### src/rtl/relu_maxpool_pkg.sv
// Shared helpers for the ReLU + max-pool stage: sizing functions and the
// signed ReLU / max primitives, evaluated at a fixed wide width.
package relu_maxpool_pkg;

   localparam int unsigned W_MAX = 64;

   typedef logic signed [W_MAX-1:0] wide_t;

   function automatic int unsigned clog2_min1(input int unsigned n);
      return (n <= 1) ? 1 : $clog2(n);
   endfunction

   // Callers sign-extend their T-bit values into wide_t, so results truncate back losslessly.
   function automatic wide_t relu_f(input wide_t x, input bit en);
      return (en && x[W_MAX-1]) ? '0 : x;
   endfunction

   function automatic wide_t smax_f(input wide_t a, input wide_t b);
      return (b > a) ? b : a;
   endfunction

endpackage

### src/rtl/relu_maxpool_fifo_out.sv
// Output FIFO for pooled results: circular buffer, occupancy counter,
// registered storage; push and pop in the same cycle are both honoured.
module fifo_out
   import relu_maxpool_pkg::*;
#(
   parameter int unsigned T     = 20,
   parameter int unsigned DEPTH = 4
) (
   input  logic         clk,
   input  logic         reset,
   input  logic         push,
   input  logic [T-1:0] push_data,
   output logic         full,
   input  logic         pop,
   output logic         empty,
   output logic [T-1:0] head_data
);

   localparam int unsigned PTR_W = clog2_min1(DEPTH);

   logic [T-1:0]     mem_q [DEPTH];
   logic [PTR_W-1:0] wr_q, wr_d, rd_q, rd_d;
   logic [PTR_W:0]   cnt_q, cnt_d;
   logic             do_push, do_pop;

   always_comb begin
      full    = (cnt_q == (PTR_W+1)'(DEPTH));
      empty   = (cnt_q == '0);
      do_pop  = pop && !empty;
      do_push = push && (!full || do_pop);
      wr_d    = do_push ? wr_q + 1'b1 : wr_q;
      rd_d    = do_pop ? rd_q + 1'b1 : rd_q;
      cnt_d   = cnt_q;
      if (do_push && !do_pop)
         cnt_d = cnt_q + 1'b1;
      else if (!do_push && do_pop)
         cnt_d = cnt_q - 1'b1;
   end

   always_ff @(posedge clk) begin
      if (reset) begin
         wr_q  <= '0;
         rd_q  <= '0;
         cnt_q <= '0;
      end else begin
         wr_q  <= wr_d;
         rd_q  <= rd_d;
         cnt_q <= cnt_d;
      end
   end

   // Storage is deliberately left out of reset; validity is tracked by cnt_q.
   always_ff @(posedge clk) begin
      if (do_push)
         mem_q[wr_q] <= push_data;
   end

   assign head_data = mem_q[rd_q];

endmodule

### src/rtl/relu_maxpool.sv
// ReLU followed by non-overlapping K-sample max-pooling on the conv output
// stream; one pooled result per window is queued in a small output FIFO.
module relu_maxpool
   import relu_maxpool_pkg::*;
#(
   parameter int unsigned T       = 20,
   parameter int unsigned VECLEN  = 8,
   parameter int unsigned K       = 2,
   parameter bit          RELU_EN = 1'b1,
   parameter int unsigned DEPTH   = 4
) (
   input  logic                clk,
   input  logic                reset,
   input  logic signed [T-1:0] s_data_in_y,
   input  logic                s_valid_y,
   output logic                s_ready_y,
   output logic signed [T-1:0] m_data_out_z,
   output logic                m_valid_z,
   input  logic                m_ready_z
);

   localparam int unsigned CNT_W = clog2_min1(K);
   localparam logic [CNT_W-1:0] CNT_LAST = CNT_W'(K - 1);

   if (K < 1 || (VECLEN % K) != 0) begin : g_bad_k
      $error("relu_maxpool: K must be >= 1 and divide VECLEN");
   end
   if (DEPTH < 2 || (DEPTH & (DEPTH - 1)) != 0) begin : g_bad_depth
      $error("relu_maxpool: DEPTH must be a power of two >= 2");
   end
   if (T < 2 || T > W_MAX) begin : g_bad_t
      $error("relu_maxpool: T out of supported range");
   end

   logic [CNT_W-1:0]    cnt_q, cnt_d;
   logic signed [T-1:0] max_q, max_d;
   logic signed [T-1:0] r, win_max;
   wide_t               r_w, max_w;
   logic                accept, last, push;
   logic                fifo_full, fifo_empty;
   logic [T-1:0]        head_data;

   always_comb begin
      r_w     = relu_f(W_MAX'(s_data_in_y), RELU_EN);
      r       = r_w[T-1:0];
      max_w   = smax_f(W_MAX'(max_q), r_w);
      win_max = (cnt_q == '0) ? r : max_w[T-1:0];
   end

   // Ready only looks at registers: a full FIFO stalls just the window-closing sample.
   assign last      = (cnt_q == CNT_LAST);
   assign s_ready_y = !last || !fifo_full;
   assign accept    = s_valid_y && s_ready_y;
   assign push      = accept && last;

   always_comb begin
      cnt_d = cnt_q;
      max_d = max_q;
      if (accept) begin
         max_d = win_max;
         cnt_d = last ? '0 : cnt_q + 1'b1;
      end
   end

   always_ff @(posedge clk) begin
      if (reset) begin
         cnt_q <= '0;
         max_q <= '0;
      end else begin
         cnt_q <= cnt_d;
         max_q <= max_d;
      end
   end

   fifo_out #(
      .T     (T),
      .DEPTH (DEPTH)
   ) u_fifo (
      .clk       (clk),
      .reset     (reset),
      .push      (push),
      .push_data (win_max),
      .full      (fifo_full),
      .pop       (m_ready_z),
      .empty     (fifo_empty),
      .head_data (head_data)
   );

   assign m_valid_z    = !fifo_empty;
   assign m_data_out_z = head_data;

endmodule

### config.mk
export PLATFORM = sky130hd
export DESIGN_NAME = relu_maxpool
export DESIGN_NICKNAME = d
export VERILOG_FILES = /design/src/rtl/relu_maxpool_pkg.sv /design/src/rtl/relu_maxpool_fifo_out.sv /design/src/rtl/relu_maxpool.sv
export SDC_FILE = /design/constraint.sdc
export NUM_CORES = 1
export LEC_CHECK = 0
export ABC_AREA = 1
export CORE_UTILIZATION = 35
export DETAILED_ROUTE_END_ITERATION = 10
export SLEW_MARGIN = 20
export SYNTH_ARGS = -nofsm -noshare
export SYNTH_HDL_FRONTEND = slang
export SYNTH_SLANG_ARGS = --single-unit
### constraint.sdc
create_clock -name clk -period 3.8 [get_ports clk]
set_clock_uncertainty 0.2 [all_clocks]
set_input_delay 0.76 -clock clk [delete_from_list [all_inputs] [get_ports clk]]
set_output_delay 0.76 -clock clk [all_outputs]
set_load 0.01 [all_outputs]
==> results_dict.tcl <==
set metrics [dict create \
    status "completed" \
    required_ns 3.72 \
    num_rows 44 \
    die_h_um 124 \
    drt-met1-wl_um 5310 \
    hold_start "u_fifo.rd_q[1]$_SDFFE_PP0P_" \
    synth_compound_area_share_pct 12.4 \
    htreeDepth 3 \
    cts_resized 0 \
    rrSetupSlack_ns 1.35 \
    clock_path_buffers 2 \
    syn_inst 558 \
    setup_viol 0 \
    die_width_um 124 \
    yosysTopAreaCell "edfxtp_1" \
    postLayoutCoreUtil_pct 42.2 \
    wire_per_inst_um 13.5 \
    grt_pass1_vias 3545 \
    synth_seq_area_share_pct 58.0 \
    holdPathEnd "u_fifo.rd_q[1]$_SDFFE_PP0P_" \
    grt_setup_unrepaired "false" \
    yosys_warnings 0 \
    endpoint_kind "flop" \
    area_growth_pct 18.0 \
    netlist_area_mm2 0.00518 \
    clk_pin_slew_ns 0.07 \
    r2r_cells 13 \
    r2r_end "u_fifo.mem_q[3][0]$_DFFE_PP_" \
    synthDistinctLibCells 23 \
    synthAdderAreaFrac_pct 6.19 \
    power_density_mw_per_mm2 511 \
    grt_max_degree 54 \
    setup_tns_ns 0 \
    port_buffers 45 \
    cts_setup_buffers 0 \
    layout.nets 652 \
    dr.pass1.iters 4 \
    ys_ff_latch 110 \
    rr_startpoint "max_q[6]$_SDFFE_PP0N_" \
    dpl.hpwl_um 7130 \
    drive_gt1_share_pct 6.58 \
    yosysMostFrequentCell "nand2_1" \
    ir_worst_vdd_mv 0.227 \
    synth_top_area_share_pct 46.4 \
    grt_pass1_wl_um 17400 \
    routed.top_layer "met4" \
    drv_cap 0 \
    vias 3773 \
    p_leak_uw 0.00261 \
    ios 46 \
    muxShareOfSynthArea_pct 0 \
    maxSlewHeadroom_pct 46.9 \
    max_freq_ghz 0.300 \
    synth_area_leaders "edfxtp_1 (46%), dfxtp_1 (12%), nand2_1 (6.5%), ha_1 (5.8%), inv_1 (5.4%)" \
    cts_tree "yes" \
    antenna_found_initial 0 \
    arrival_ns 3.25 \
    clkLatencyLatePin_ns 0.35 \
    numClockSinks 110 \
    drcViolationCount 0 \
    cts_buffers 9 \
    tightest_slew_ns 0.791 \
    ant_nets 0 \
    initial_core_util_pct 35.8 \
    hold_class "reg2reg" \
    synth_edf_count 80 \
    worstSetupPathType "in2reg" \
    grt-ovfl-total 0 \
    min_path_cells 2 \
    hold_buffers 0 \
    wl_met3_um 371 \
    dr_wl_met2_um 4860 \
    period_share_pct 87.7 \
    cts_root_buf "clkbuf_16" \
    first_iter_violations 247 \
    hold_violations 0 \
    place_congestion 0.784 \
    async_flop_share_pct 0 \
    startpoint_type "input pin" \
    core_mm2 0.0145 \
    yosys.area_share.simple_pct 14.5 \
    fin_crit_ns 3.33 \
    maxSlewViolCount 0 \
    track_usage_pct 15.0 \
    synth-xor-area-share_pct 0 \
    dieArea_mm2 0.0153 \
    crit_fanout 23 \
    antenna_cells 0 \
    synthFlopType "edfxtp_1" \
    wl_um 10700 \
    synth_top_family_by_area "simple AND/OR/NAND/NOR gates" \
    synth_common_cells "nand2_1 (90), edfxtp_1 (80), inv_1 (74)" \
    avgSynthCellArea_um2 9.28 \
    routed_via_density 4.76 \
]
-- metal layers --
metal | vias up | track usage, %
li1 | 1941 | -
met1 | 1755 | 20.4
met2 | 67 | 23.8
met3 | 10 | 2.88
met4 | 0 | 5.20
met5 | - | 0
-- cell type report --
type	count	area (um2)
well taps	184	230
clock buffers	9	225
clock inverters	7	48.8
fillers	1407	8370
repair buffers	58	561
multi-input cells	340	1730
flip-flops and latches	110	3000
inverters	84	315
-- through the flow --
stage,total power [uW],std cells,hold slack [ns],setup WS [ns],cell area [um2]
6_report,3120,792,0.268,0.467,6110
2_1_floorplan,1950,561,0.237,0.754,5190
4_1_cts,3150,792,0.271,0.446,6110
3_5_place_dp,2280,776,0.259,0.0830,5840
3_3_place_gp,2260,776,0.254,0.0920,5840
5_1_grt,3300,792,0.299,0.164,6110
-- state kept, by name (all words and copies together), names as in the netlist, named ones only --
name	flops
u_fifo.mem_q	80
cnt_q	1
u_fifo.rd_q	2
u_fifo.wr_q	2
max_q	20
u_fifo.cnt_q	3
-- report_power, final --
part / internal [uW] / switching [uW] / leakage, uW / total, uW
clock network: 447 / 430 / 0.000138 / 878
logic: 353 / 471 / 0.00149 / 824
registers: 1380 / 45.0 / 0.000979 / 1420
-- placed cells by master, fill, tap and decap left out --
master           count
nor2_2               3
edfxtp_1            80
nor3_1               1
clkinv_1             3
conb_1               4
nand2_1             90
o21ai_0             49
o21ai_1             19
inv_2                8
ha_1                24
fa_1                 1
dfxtp_1             30
clkdlybuf4s50_1     45
inv_1               74
o22ai_1             20
nand2_2              1
a21oi_1             34
nor2_1              70
nand3_1             20
a21o_1               1
nand4_1              3
clkinv_2             2
clkbuf_16            9
buf_4               12
buf_12               1
inv_6                2
clkinv_4             2
-- cells by family (layout without fill, tap and decap cells) --
group | after synthesis | in the layout
other | 1 | 4
AND/OR/NAND/NOR | 188 | 188
flip-flops | 110 | 110
buffers and inverters | 111 | 158
AO/OA/AOI/OAI | 123 | 123
adder cells (fa/ha/maj) | 25 | 25
-- critical path, stage by stage --
cell and delay [ns]:
clkdlybuf4s50_1 0.46, clkinv_1 0.05, buf_4 0.20, nand2_1 0.16, inv_1 0.06, ha_1 0.29, nand2_1 0.06, nor2_2 0.09
nand2_1 0.07, nor2_2 0.12, nand2_1 0.06, nand4_1 0.08, nand2_1 0.06, nand2_2 0.08, buf_4 0.25, nor2_1 0.06
a21oi_1 0.33
-- worst max-delay path by stage --
stage,start,end,slack (ns)
CTS,s_data_in_y[19],u_fifo.mem_q[0][11]$_DFFE_PP_,0.45
finish,s_data_in_y[19],u_fifo.mem_q[3][0]$_DFFE_PP_,0.47
global placement,s_data_in_y[19],u_fifo.mem_q[3][11]$_DFFE_PP_,0.09
global route,s_data_in_y[19],u_fifo.mem_q[3][0]$_DFFE_PP_,0.16
detailed placement,s_data_in_y[19],u_fifo.mem_q[3][11]$_DFFE_PP_,0.08
floorplan,s_data_in_y[19],u_fifo.mem_q[0][13]$_DFFE_PP_,0.75
Note: power is estimated with default switching activity, not from simulation.
